$ cat config.mk
export PLATFORM = sky130hd
export DESIGN_NAME = countdown_timer_flat
export DESIGN_NICKNAME = d
export VERILOG_FILES = /design/src/rtl/countdown_timer_if.sv /design/src/rtl/countdown_timer.sv /design/src/flat_wrapper.sv
export SDC_FILE = /design/constraint.sdc
export NUM_CORES = 1
export LEC_CHECK = 0
export CAP_MARGIN = 40
export CORE_MARGIN = 8
export CORE_UTILIZATION = 45
export DETAILED_ROUTE_END_ITERATION = 7
export GPL_TIMING_DRIVEN = 1
export PLACE_DENSITY = 0.73
export RECOVER_POWER = 50
export SETUP_SLACK_MARGIN = 0.15
export SLEW_MARGIN = 20
export SYNTH_ARGS = -nofsm -noshare
export SYNTH_HDL_FRONTEND = slang
export SYNTH_SLANG_ARGS = --single-unit
export TNS_END_PERCENT = 10
$ cat constraint.sdc
create_clock -name clk -period 3 [get_ports clk]
set_input_delay 0.6 -clock clk [delete_from_list [all_inputs] [get_ports clk]]
set_output_delay 0.6 -clock clk [all_outputs]
set_load 0.02 [all_outputs]
$ cat src/rtl/countdown_timer_if.sv
// Load handshake and status bundle for countdown_timer.
// The master side offers start values and controls; the slave side is the timer.
interface countdown_timer_if #(parameter int WIDTH = 8);
  logic             load_valid;
  logic             load_ready;
  logic [WIDTH-1:0] load_value;
  logic             auto_reload;
  logic             enable;
  logic             abort;
  logic [WIDTH-1:0] count;
  logic             busy;
  logic             done;

  modport master (
    output load_valid, load_value, auto_reload, enable, abort,
    input  load_ready, count, busy, done
  );

  modport slave (
    input  load_valid, load_value, auto_reload, enable, abort,
    output load_ready, count, busy, done
  );
endinterface

$ cat src/rtl/countdown_timer.sv
// Loadable down-counter that pulses done at terminal count, with optional
// reload of the last start value for periodic ticks.
//
// state | meaning
// IDLE  | waiting for a start value; load_ready high, count is 0
// RUN   | counting down on enabled cycles; busy high
module countdown_timer #(
  parameter int WIDTH = 8
) (
  input logic              clk,
  input logic              reset,
  countdown_timer_if.slave bus
);

  typedef enum logic {IDLE, RUN} state_t;

  state_t           state_q, state_d;
  logic [WIDTH-1:0] count_q, count_d;
  logic [WIDTH-1:0] reload_q, reload_d;
  logic             done_q, done_d;

  always_ff @(posedge clk) begin
    if (reset) begin
      state_q  <= IDLE;
      count_q  <= '0;
      reload_q <= '0;
      done_q   <= 1'b0;
    end else begin
      state_q  <= state_d;
      count_q  <= count_d;
      reload_q <= reload_d;
      done_q   <= done_d;
    end
  end

  always_comb begin
    state_d  = state_q;
    count_d  = count_q;
    reload_d = reload_q;
    done_d   = 1'b0;
    case (state_q)
      IDLE: begin
        if (bus.load_valid) begin
          if (bus.load_value != '0) begin
            count_d  = bus.load_value;
            reload_d = bus.load_value;
            state_d  = RUN;
          end else begin
            // zero-length countdown completes immediately
            done_d = 1'b1;
          end
        end
      end
      RUN: begin
        if (bus.abort) begin
          count_d = '0;
          state_d = IDLE;
        end else if (bus.enable) begin
          if (count_q > WIDTH'(1)) begin
            count_d = count_q - WIDTH'(1);
          end else if (count_q == WIDTH'(1)) begin
            done_d = 1'b1;
            if (bus.auto_reload) begin
              count_d = reload_q;
            end else begin
              count_d = '0;
              state_d = IDLE;
            end
          end
        end
      end
      default: begin
        state_d = IDLE;
        count_d = '0;
      end
    endcase
  end

  assign bus.load_ready = (state_q == IDLE);
  assign bus.busy       = (state_q == RUN);
  assign bus.count      = count_q;
  assign bus.done       = done_q;

endmodule

$ cat src/flat_wrapper.sv
// flat-port wrapper written by rule: the top's interface ports become plain ports
module countdown_timer_flat 
#(
  parameter int WIDTH = 8
)
  (clk, reset, bus_load_valid, bus_load_value, bus_auto_reload, bus_enable, bus_abort, bus_load_ready, bus_count, bus_busy, bus_done);
  countdown_timer_if #(.WIDTH(WIDTH)) bus_i ();
  input logic clk;
  input logic reset;
  input wire logic [$bits(bus_i.load_valid)-1:0] bus_load_valid;
  input wire logic [$bits(bus_i.load_value)-1:0] bus_load_value;
  input wire logic [$bits(bus_i.auto_reload)-1:0] bus_auto_reload;
  input wire logic [$bits(bus_i.enable)-1:0] bus_enable;
  input wire logic [$bits(bus_i.abort)-1:0] bus_abort;
  output wire logic [$bits(bus_i.load_ready)-1:0] bus_load_ready;
  output wire logic [$bits(bus_i.count)-1:0] bus_count;
  output wire logic [$bits(bus_i.busy)-1:0] bus_busy;
  output wire logic [$bits(bus_i.done)-1:0] bus_done;
  assign bus_i.load_valid = bus_load_valid;
  assign bus_i.load_value = bus_load_value;
  assign bus_i.auto_reload = bus_auto_reload;
  assign bus_i.enable = bus_enable;
  assign bus_i.abort = bus_abort;
  assign bus_load_ready = bus_i.load_ready;
  assign bus_count = bus_i.count;
  assign bus_busy = bus_i.busy;
  assign bus_done = bus_i.done;
  countdown_timer #(.WIDTH(WIDTH)) u_core (.clk(clk), .reset(reset), .bus(bus_i));
endmodule
==> results of run 1 <==
[per-stage QoR]
step           setup slack, ns  area [sq um]
3_3_place_gp             0.415          1370
6_report                 0.462          1380
3_5_place_dp             0.324          1370
2_1_floorplan            0.720          1110
5_1_grt                  0.360          1380
4_1_cts                  0.633          1390
[flip-flops by register name (all words and copies together) (netlist names)]
signal            cells
u_core.reload_q       8
u_core.bus.count      8
u_core.bus.busy       1
u_core.bus.done       1
[cell usage after synthesis, drive strengths merged]
master,instances
a2111oi,1
a21boi,1
a21oi,13
a221oi,2
a22oi,1
a311oi,6
a31oi,3
a32oi,1
a41oi,2
and3,3
buf,5
clkbuf,7
dfxtp,18
ha,2
inv,5
mux2,1
nand2,21
nand2b,1
nand3,1
nand4,4
nor2,4
nor2b,3
nor3,6
nor3b,2
nor4,1
o211ai,1
o21a,1
o21ai,4
o21bai,2
o311ai,2
o31ai,5
o41a,1
or2,3
or3,1
or4,4
xnor2,2
[area by class of cell]
cell class                 count  area [sq um]
timing repair buffer          29           278
clock buffer                   3          22.5
tap                           30          37.5
multi-input combinational    105           667
sequential                    18           360
inverter                       5          18.8
fill                         225          1030
[logic make-up (layout without fill, tap and decap cells)]
family	count (synthesis)	after routing	share of synthesized area, %
xor+xnor	2	2	1.58
compound gates	46	46	29.0
mux	1	1	1.02
flops	18	18	32.6
simple gates	54	54	26.8
fa+ha+maj	2	2	2.26
buf+inv	17	37	6.79
[metal layers]
metal,vias to the layer above,share of wire (%),GRT usage (%)
li1,565,-,-
met1,560,42,20.0
met2,67,46,25.7
met3,7,10,3.91
met4,0,1.7,7.36
met5,-,0,0
[critical path: cells and delay by family]
family,cells,cell delay (ns)
simple gates,2,0.97
buf+inv,1,0.56
compound gates,2,0.62
[how the worst max path moves through the flow]
stage	depth (start not counted)	to	slack [ns]	start
after floorplan	9	u_core.bus.count[3]	0.72	u_core.bus.count[0]
after global placement	5	u_core.bus.count[4]	0.42	bus_load_value[4]
after detailed placement	5	u_core.bus.count[4]	0.32	bus_load_value[6]
after CTS	5	u_core.bus.count[4]	0.63	bus_load_value[6]
after global routing	5	u_core.bus.count[4]	0.36	bus_load_value[3]
final	5	u_core.bus.count[4]	0.46	bus_load_value[3]
[power by group]
| part | switching, mW | internal, mW |
|---|---|---|
| logic | 0.128 | 0.0947 |
| clock network | 0.0758 | 0.0469 |
| registers | 0.0261 | 0.259 |
| total | 0.230 | 0.400 |
==> metrics.md, run 1 <==
| Metric | Value |
|---|---|
| Status | `finished, final reports clean` |
| Max stage delay cell, worst path | `or4_1` |
| Layout area overhead | `25.1%` |
| Post-Syn Area | `1110 sq um` |
| Fmax | `394 MHz` |
| FF-to-FF Start | `u_core.bus.count[1]` |
| Clk_lat worst skew | `0.30 ns` |
| Post-CTS Setup Inserts | `0` |
| TritonRoute pass-1 iters | `5` |
| Hold Slack | `roughly 0.46 ns` |
| Root buffer cell | `clkbuf_4` |
| Crit path capture type | `flop` |
| DIE AREA | `4300 sq um` |
| Worst slew margin | `62.7%` |
| CTS clk-pin slew, worst paths | `0.10 ns` |
| Vias per inst | `6.31` |
| Seq cells post-synth | `18` |
| Initial Utilization | `between 40% and 50%` |
| Synth top area share | `32.6%` |
| Dominant cells by area after synthesis | `dfxtp_1, nand2_1, a21oi_1, a311oi_1, o31ai_1` |
| Maximum Capacitance Violations | `0` |
| Hpwl dp | `between 2000 and 2500 um` |
| Cts hold-fix bufs | `0` |
| DRC | `0` |
| LEAKAGE | `~0.50 nW` |
| Nets | `around 180` |
| Clk_skew | `around 0.0025 ns` |
| Final hold viol count | `0` |
| Max VDD drop | `approximately 0.00028 V` |
| TritonCTS Buffers | `3` |
| Initial antenna violation count | `0` |
| Worst R2R Path Depth | `6` |
| Die Wd | `65.6 um` |
| Period minus WS final | `2.54 ns` |
| CP max FO | `9` |
| Placed instance count | `187` |
| PostCTS Resize Cnt | `0` |
| Worst hold endpoint | `u_core.reload_q[1]` |
| Clock sink total | `18` |
| Post-layout util | `between 50% and 60%` |
| Wire per inst | `roughly 18 um` |
| Cell-by-cell trace of the critical path | `dlygate4sd3_1 > or4_1 > o21a_1 > or2_0 > a311oi_1` |
| GRT Overall Usage | `approximately 16%` |
| Worst setup SP type | `primary input` |
| CP required | `~3.2 ns` |
| Final Non-Filler Cells | `190` |
| GRT overflow | `0` |
| First-pass GRT wire length | `5580 um` |
| Post-synthesis cell count | `140` |
| Syn_nets | `156` |
| Post-synth top area cell | `dfxtp_1` |
| Share of cells above drive strength 1 | `just over 8%` |
| Sequential cell area fraction in the yosys report | `between 30% and 40%` |
| Htree depth | `1` |
| RSZ-0062 raised after global routing | `false` |
| HP Class | `flop to flop` |
| Vias in the first global route | `roughly 1.2k` |
| Final Total Pwr | `630 uW` |
| Vias | `1199` |
| Routability cong. | `0.892` |
| Longest Clk Path Bufs | `2` |
| Slowest stage delay, CP | `0.58 ns` |
| CTS tree | `done` |
| Most frequent cells in the layout | `nand2_1, dfxtp_1, a21oi_1` |
| Max-slew violations | `0` |
| R2r setup slk | `0.74 ns` |
| Die Span Y | `between 60 and 70 um` |
| Routed WL | `around 3400 um` |
| Worst hold path cell count | `2` |
| Commonest non-fill, non-tap cell in the layout | `nand2_1` |
| Measured slew at the worst slew-check pin | `0.557 ns` |
| Pwr Density | `455 nW/um^2` |
| Ports | `25` |
| YS warnings | `0` |
| Beginning of the worst hold path | `u_core.reload_q[1]` |
| Core Area | `2410 sq um` |
| Setup Viol. Count Final | `0` |
| Tcrit/Tclk final | `84.6%` |
| Post-synthesis average cell area | `7.90 sq um` |
| Antenna Diode Count | `0` |
| WS Path Type | `primary input to flop` |
| Crit path arrival time | `2.74 ns` |
| FF-to-FF End | `u_core.bus.count[7]` |
| 1st-iter DRT viols | `119` |
| Setup TNS | `0 ns` |
| Row count | `18` |
| Port bufs | `24` |
| Largest net degree at the start of global routing | `15` |
| Synth unique cells | `40` |
| DRT antenna net count | `0` |
(Power assumes the default switching activity.)
==> run 2, diff against run 1 <==
==> constraint.sdc (replaced) <==
create_clock -name clk -period 2.6 [get_ports clk]
set_input_delay 0.52 -clock clk [delete_from_list [all_inputs] [get_ports clk]]
set_output_delay 0.52 -clock clk [all_outputs]
set_load 0.02 [all_outputs]
==> run 2 against run 1 <==
  * Die area is the same
  * Clock skew decreased by 0.0016 ns
  * Combinational power increased by 23%
  * Sequential share of layout area is 0.49 points lower
  * Critical path depth is 1 higher
  * Worst hold slack worse by 0.0078 ns
  * Via count rose by 3.0%
  * Cell count up 2.1%
  * Routed wire length grew 5.4%
  * Global-route usage increased by 0.97 points
==> metrics.md, run 2 (synthesis gave the netlist of run 1 again) <==
| Metric | Value |
|---|---|
| Status | `finished, final reports clean` |
| WP buf/inv | `2` |
| Final hold viol count | `0` |
| # fillers | `223` |
| Vias in the first global route | `1237` |
| PostCTS Resize Cnt | `0` |
| Dpl cell area | `around 1400 sq um` |
| Root buffer cell | `clkbuf_4` |
| Port bufs | `24` |
| Routed WL | `3530 um` |
| CTS clk-pin slew, worst paths | `0.11 ns` |
| Cell-by-cell trace of the critical path | `clkdlybuf4s50_1 > or4_1 > o21ai_0 > clkbuf_1 > o21bai_1 > a21oi_1` |
| Slowest stage delay, CP | `0.57 ns` |
| Antenna Diode Count | `0` |
| Placed instance count | `191` |
| Row count | `18` |
| DIE AREA | `4300 sq um` |
| Commonest non-fill, non-tap cell in the layout | `nand2_1` |
| GRT overflow | `0` |
| Wire per inst | `approximately 18 um` |
| First-pass GRT wire length | `around 5900 um` |
| Max-slew violations | `0` |
| Seq pwr share | `~44%` |
| Share of cells above drive strength 1 | `about a tenth` |
| Routability cong. | `0.882` |
| CTS tree | `done` |
| DRC | `0` |
| Vias per inst | `6.37` |
| Max stage delay cell, worst path | `or4_1` |
| Internal | `469 uW` |
| Worst setup slack after layout | `0.339 ns` |
| LEAKAGE | `0.509 nW` |
| Cts hold-fix bufs | `0` |
| RSZ-0062 raised after global routing | `false` |
| Tcrit/Tclk final | `87.0%` |
| Layout area overhead | `27.5%` |
| CP max FO | `11` |
| Nets | `~180` |
| Crit-path leading delay family | `buffers and inverters` |
| Hpwl dp | `about 2600 um` |
| GRT Overall Usage | `17.1%` |
| Clk_lat worst skew | `0.30 ns` |
| Multi-input logic area | `667 sq um` |
| Post-CTS Setup Inserts | `0` |
| Worst slew margin | `between 50% and 60%` |
| Setup TNS | `0 ns` |
| Period minus WS final | `roughly 2.3 ns` |
| Sw Share | `36.9%` |
| Maximum Capacitance Violations | `0` |
| Sequential standard cell area | `around 360 sq um` |
| Crit path capture type | `flop` |
| Clock sink total | `18` |
| Htree depth | `1` |
| WS Path Type | `primary input to flop` |
| Vias | `1235` |
| HP Class | `flop to flop` |
| Ports | `25` |
| Pre-CTS setup slack | `0.177 ns` |
| Die Span Y | `65.6 um` |
| NetSw | `274 uW` |
| DRT antenna net count | `0` |
| Clk network pwr share | `between 10% and 20%` |
| Post-route design area | `1410 sq um` |
| CP required | `2.84 ns` |
| Largest net degree at the start of global routing | `15` |
| Most frequent cells in the layout | `nand2_1, dfxtp_1, clkdlybuf4s50_1` |
| Initial Utilization | `roughly 46%` |
| 1st-iter DRT viols | `95` |
| Setup Viol. Count Final | `0` |
| Fmax | `442 MHz` |
| Core Area | `about 2400 sq um` |
| Crit path arrival time | `roughly 2.5 ns` |
| Worst setup SP type | `primary input` |
| Comb power frac | `36.6%` |
| TritonCTS Buffers | `3` |
| Max VDD drop | `0.000287 V` |
| Die Wd | `65.6 um` |
| Pwr Density | `527 nW/um^2` |
| Measured slew at the worst slew-check pin | `around 0.62 ns` |
| TritonRoute pass-1 iters | `4` |
| Clk_skew | `0.000900 ns` |
| Initial antenna violation count | `0` |
| Final Total Pwr | `743 uW` |
| Final Non-Filler Cells | `194` |
| Longest Clk Path Bufs | `2` |
[run 2: worst paths after layout]
| kind | slack (ns) | cells past startpoint | to | startpoint |
|---|---|---|---|---|
| worst min register to register | 0.45 | 2 | u_core.reload_q[1] | u_core.reload_q[1] |
| worst max register to register | 0.50 | 6 | u_core.bus.count[7] | u_core.bus.count[1] |
| worst min-delay path | 0.45 | 2 | u_core.reload_q[1] | u_core.reload_q[1] |
| worst max-delay path | 0.34 | 6 | u_core.bus.count[5] | bus_load_value[4] |
[run 2: power by group through the flow]
stage	combinational (mW)	sequential [mW]	clock [mW]
final	0.272	0.327	0.145
after CTS	0.273	0.326	0.147
after global placement	0.269	0.331	0
after detailed placement	0.272	0.333	0
after floorplan	0.149	0.346	0
after global routing	0.295	0.330	0.156
[run 2: layout make-up]
cell class / instances / share of cell area [%]
inverters: 5 / 1.33
repair buffers: 33 / 21.6
well taps: 30 / 2.66
flip-flops and latches: 18 / 25.6
multi-input cells: 105 / 47.3
clock buffers: 3 / 1.60
[run 2: through the flow]
step / util, % / hold WS (ns)
floorplan: - / 0.432
global placement: 57.9 / 0.444
detailed placement: 57.9 / 0.442
CTS: 58.8 / 0.458
global route: 58.5 / 0.492
finish: 58.5 / 0.455
[run 2: per-layer routing]
| metal | GRT usage [%] | vias up | routed length (um) |
|---|---|---|---|
| met2 | 28.0 | 65 | 1650 |
| li1 | - | 576 | - |
| met3 | 4.76 | 9 | 348 |
| met4 | 7.08 | 0 | 87 |
| met5 | 0 | - | 0 |
| met1 | 20.5 | 585 | 1450 |
[run 2: worst register-to-register path, delay by kind of cell (launching register included)]
kind                       cells  cell delay (ns)
AOI/OAI and AO/OA              3             0.76
and+or+nand+nor                1             0.52
DFF                            1             0.35
adders and majority gates      1             0.32
buffers and inverters          1             0.07
==> run 3, diff against run 2 <==
--- a/config.mk
+++ b/config.mk
@@ -9,6 +9,7 @@
 export CORE_MARGIN = 8
 export CORE_UTILIZATION = 45
 export DETAILED_ROUTE_END_ITERATION = 7
+export GPL_ROUTABILITY_DRIVEN = 0
 export GPL_TIMING_DRIVEN = 1
 export PLACE_DENSITY = 0.73
 export RECOVER_POWER = 50
@@ -17,4 +18,4 @@
 export SYNTH_ARGS = -nofsm -noshare
 export SYNTH_HDL_FRONTEND = slang
 export SYNTH_SLANG_ARGS = --single-unit
-export TNS_END_PERCENT = 10
+export TNS_END_PERCENT = 20
==> run 3 against run 2 <==
  * Routed wire length shrank 7.8%
  * First-iteration DRC count fell by 23%
  * Sequential share of layout area decreased by 0.090 points
  * Flip-flop and latch count is the same
  * Global-route usage decreased by 2.0 points
==> metrics.md, run 3 (synthesis gave the netlist of run 1 again) <==
| Metric | Value |
|---|---|
| PostCTS Resize Cnt | `0` |
| Clk_skew | `0.00804 ns` |
| Worst hold endpoint | `u_core.reload_q[1]` |
| Routed WL | `3260 um` |
| CTS tree | `done` |
| DRT antenna net count | `0` |
| WS Path Type | `primary input to flop` |
| GRT overflow | `0` |
| Beginning of the worst hold path | `u_core.reload_q[1]` |
| LEAKAGE | `0.514 nW` |
| Vias in the first global route | `1174` |
| Ports | `25` |
| CP required | `approximately 2.8 ns` |
| FF-to-FF End | `u_core.bus.count[7]` |
| FF-to-FF Start | `u_core.bus.count[1]` |
| Met3 usage | `4.42%` |
| CTS clk-pin slew, worst paths | `about 0.11 ns` |
| Crit path capture type | `flop` |
| Met1 usage | `18.0%` |
| Die Wd | `65.6 um` |
| Worst setup SP type | `primary input` |
| Measured slew at the worst slew-check pin | `about 0.87 ns` |
| Commonest non-fill, non-tap cell in the layout | `nand2_1` |
| Max VDD drop | `~0.00031 V` |
| GR met2 Demand/Resource | `24.8%` |
| Share of cells above drive strength 1 | `10.3%` |
| Port bufs | `24` |
| Worst R2R Path Depth | `6` |
| Final Total Pwr | `a little under 800 uW` |
| Hpwl dp | `2490 um` |
| Post-CTS Setup Inserts | `0` |
| Core Area | `approximately 2400 sq um` |
| Max-slew violations | `0` |
| Nets | `182` |
| Setup Viol. Count Final | `0` |
| RSZ-0062 raised after global routing | `false` |
| Layer with the highest usage | `met2` |
| Layout area overhead | `27.9%` |
| GRT Overall Usage | `between 10% and 20%` |
| Status | `finished, final reports clean` |
| Initial Utilization | `45.9%` |
| R2r setup slk | `0.30 ns` |
| Vias | `1216` |
| Row count | `18` |
| DIE AREA | `4300 sq um` |
| Root buffer cell | `clkbuf_4` |
| DRC | `0` |
| Crit path arrival time | `approximately 2.6 ns` |
| 1st-iter DRT viols | `between 70 and 80` |
| Clk_lat worst skew | `0.31 ns` |
| TritonCTS Buffers | `3` |
| Period minus WS final | `about 2.3 ns` |
| TritonRoute pass-1 iters | `4` |
| Multi-input logic area | `658 sq um` |
| HP Class | `flop to flop` |
| Die Span Y | `roughly 66 um` |
| Initial antenna violation count | `0` |
| Vias per inst | `around 6.2` |
| Wire per inst | `16.7 um` |
| Worst slew margin | `41.8%` |
| Longest Clk Path Bufs | `2` |
| Antenna Diode Count | `0` |
| Htree depth | `1` |
| Worst hold path cell count | `2` |
| Pwr Density | `544 nW/um^2` |
| Fmax | `431 MHz` |
| Setup TNS | `0 ns` |
| Largest net degree at the start of global routing | `15` |
| # fillers | `221` |
| Maximum Capacitance Violations | `0` |
| Cts hold-fix bufs | `0` |
| CP max FO | `11` |
| Tcrit/Tclk final | `about nine tenths` |
| First-pass GRT wire length | `5290 um` |
| Most frequent cells in the layout | `nand2_1, dfxtp_1, clkdlybuf4s50_1` |
| Final hold viol count | `0` |
| Sequential standard cell area | `360 sq um` |
| Clock sink total | `18` |
-- run 3: cell count changes in the layout (fill, tap and decap cells not counted) --
| cell | change |
|---|---|
| clkbuf_8 | +1 |
| clkdlybuf4s50_1 | -1 |
| nor4_4 | -1 |
| nor4_2 | +1 |
| dlygate4sd3_1 | +1 |
-- run 3: worst max-delay path by stage --
| stage | from | to | slack [ns] |
|---|---|---|---|
| 2_1_floorplan | u_core.bus.count[0] | u_core.bus.count[3] | 0.32 |
| 3_3_place_gp | bus_load_value[6] | u_core.bus.count[4] | 0.25 |
| 6_report | bus_load_value[3] | u_core.bus.count[5] | 0.28 |
| 3_5_place_dp | bus_load_value[3] | u_core.bus.count[7] | 0.20 |
| 5_1_grt | bus_load_value[3] | u_core.reload_q[2] | 0.12 |
| 4_1_cts | u_core.bus.count[1] | u_core.bus.count[7] | 0.32 |
-- run 3: per-stage QoR --
step | hold WS (ns) | utilization (%) | std cells | cell area [sq um] | worst slack [ns]
2_1_floorplan | 0.432 | - | 140 | 1110 | 0.320
3_3_place_gp | 0.444 | 57.9 | 191 | 1400 | 0.246
3_5_place_dp | 0.450 | 57.9 | 191 | 1400 | 0.204
4_1_cts | 0.467 | 59.4 | 195 | 1430 | 0.316
5_1_grt | 0.490 | 58.7 | 195 | 1420 | 0.116
6_report | 0.467 | 58.7 | 195 | 1420 | 0.280
-- run 3: area by class of cell --
class | instances | area share, %
inverters | 5 | 1.33
clock buffers | 4 | 2.56
well taps | 30 | 2.65
flip-flops and latches | 18 | 25.5
multi-input cells | 105 | 46.5
repair buffers | 33 | 21.5
-- run 3: layer usage --
| metal | part of all wire (%) | wire length (um) |
|---|---|---|
| met1 | 42 | 1360 |
| met2 | 47 | 1530 |
| met3 | 10 | 325 |
| met4 | 1.2 | 38 |
| met5 | 0 | 0 |
-- run 3: critical path, cell delays in order --
cell	delay [ns]
dlygate4sd3_1	0.56
or4_1	0.58
o21ai_0	0.20
clkbuf_1	0.41
o21bai_1	0.14
a21oi_1	0.15
-- run 3: power breakdown --
group          internal [mW]  leakage [nW]  switching [mW]
Combinational          0.114         0.344           0.150
Clock                 0.0856        0.0210          0.0951
Sequential             0.298         0.149          0.0267
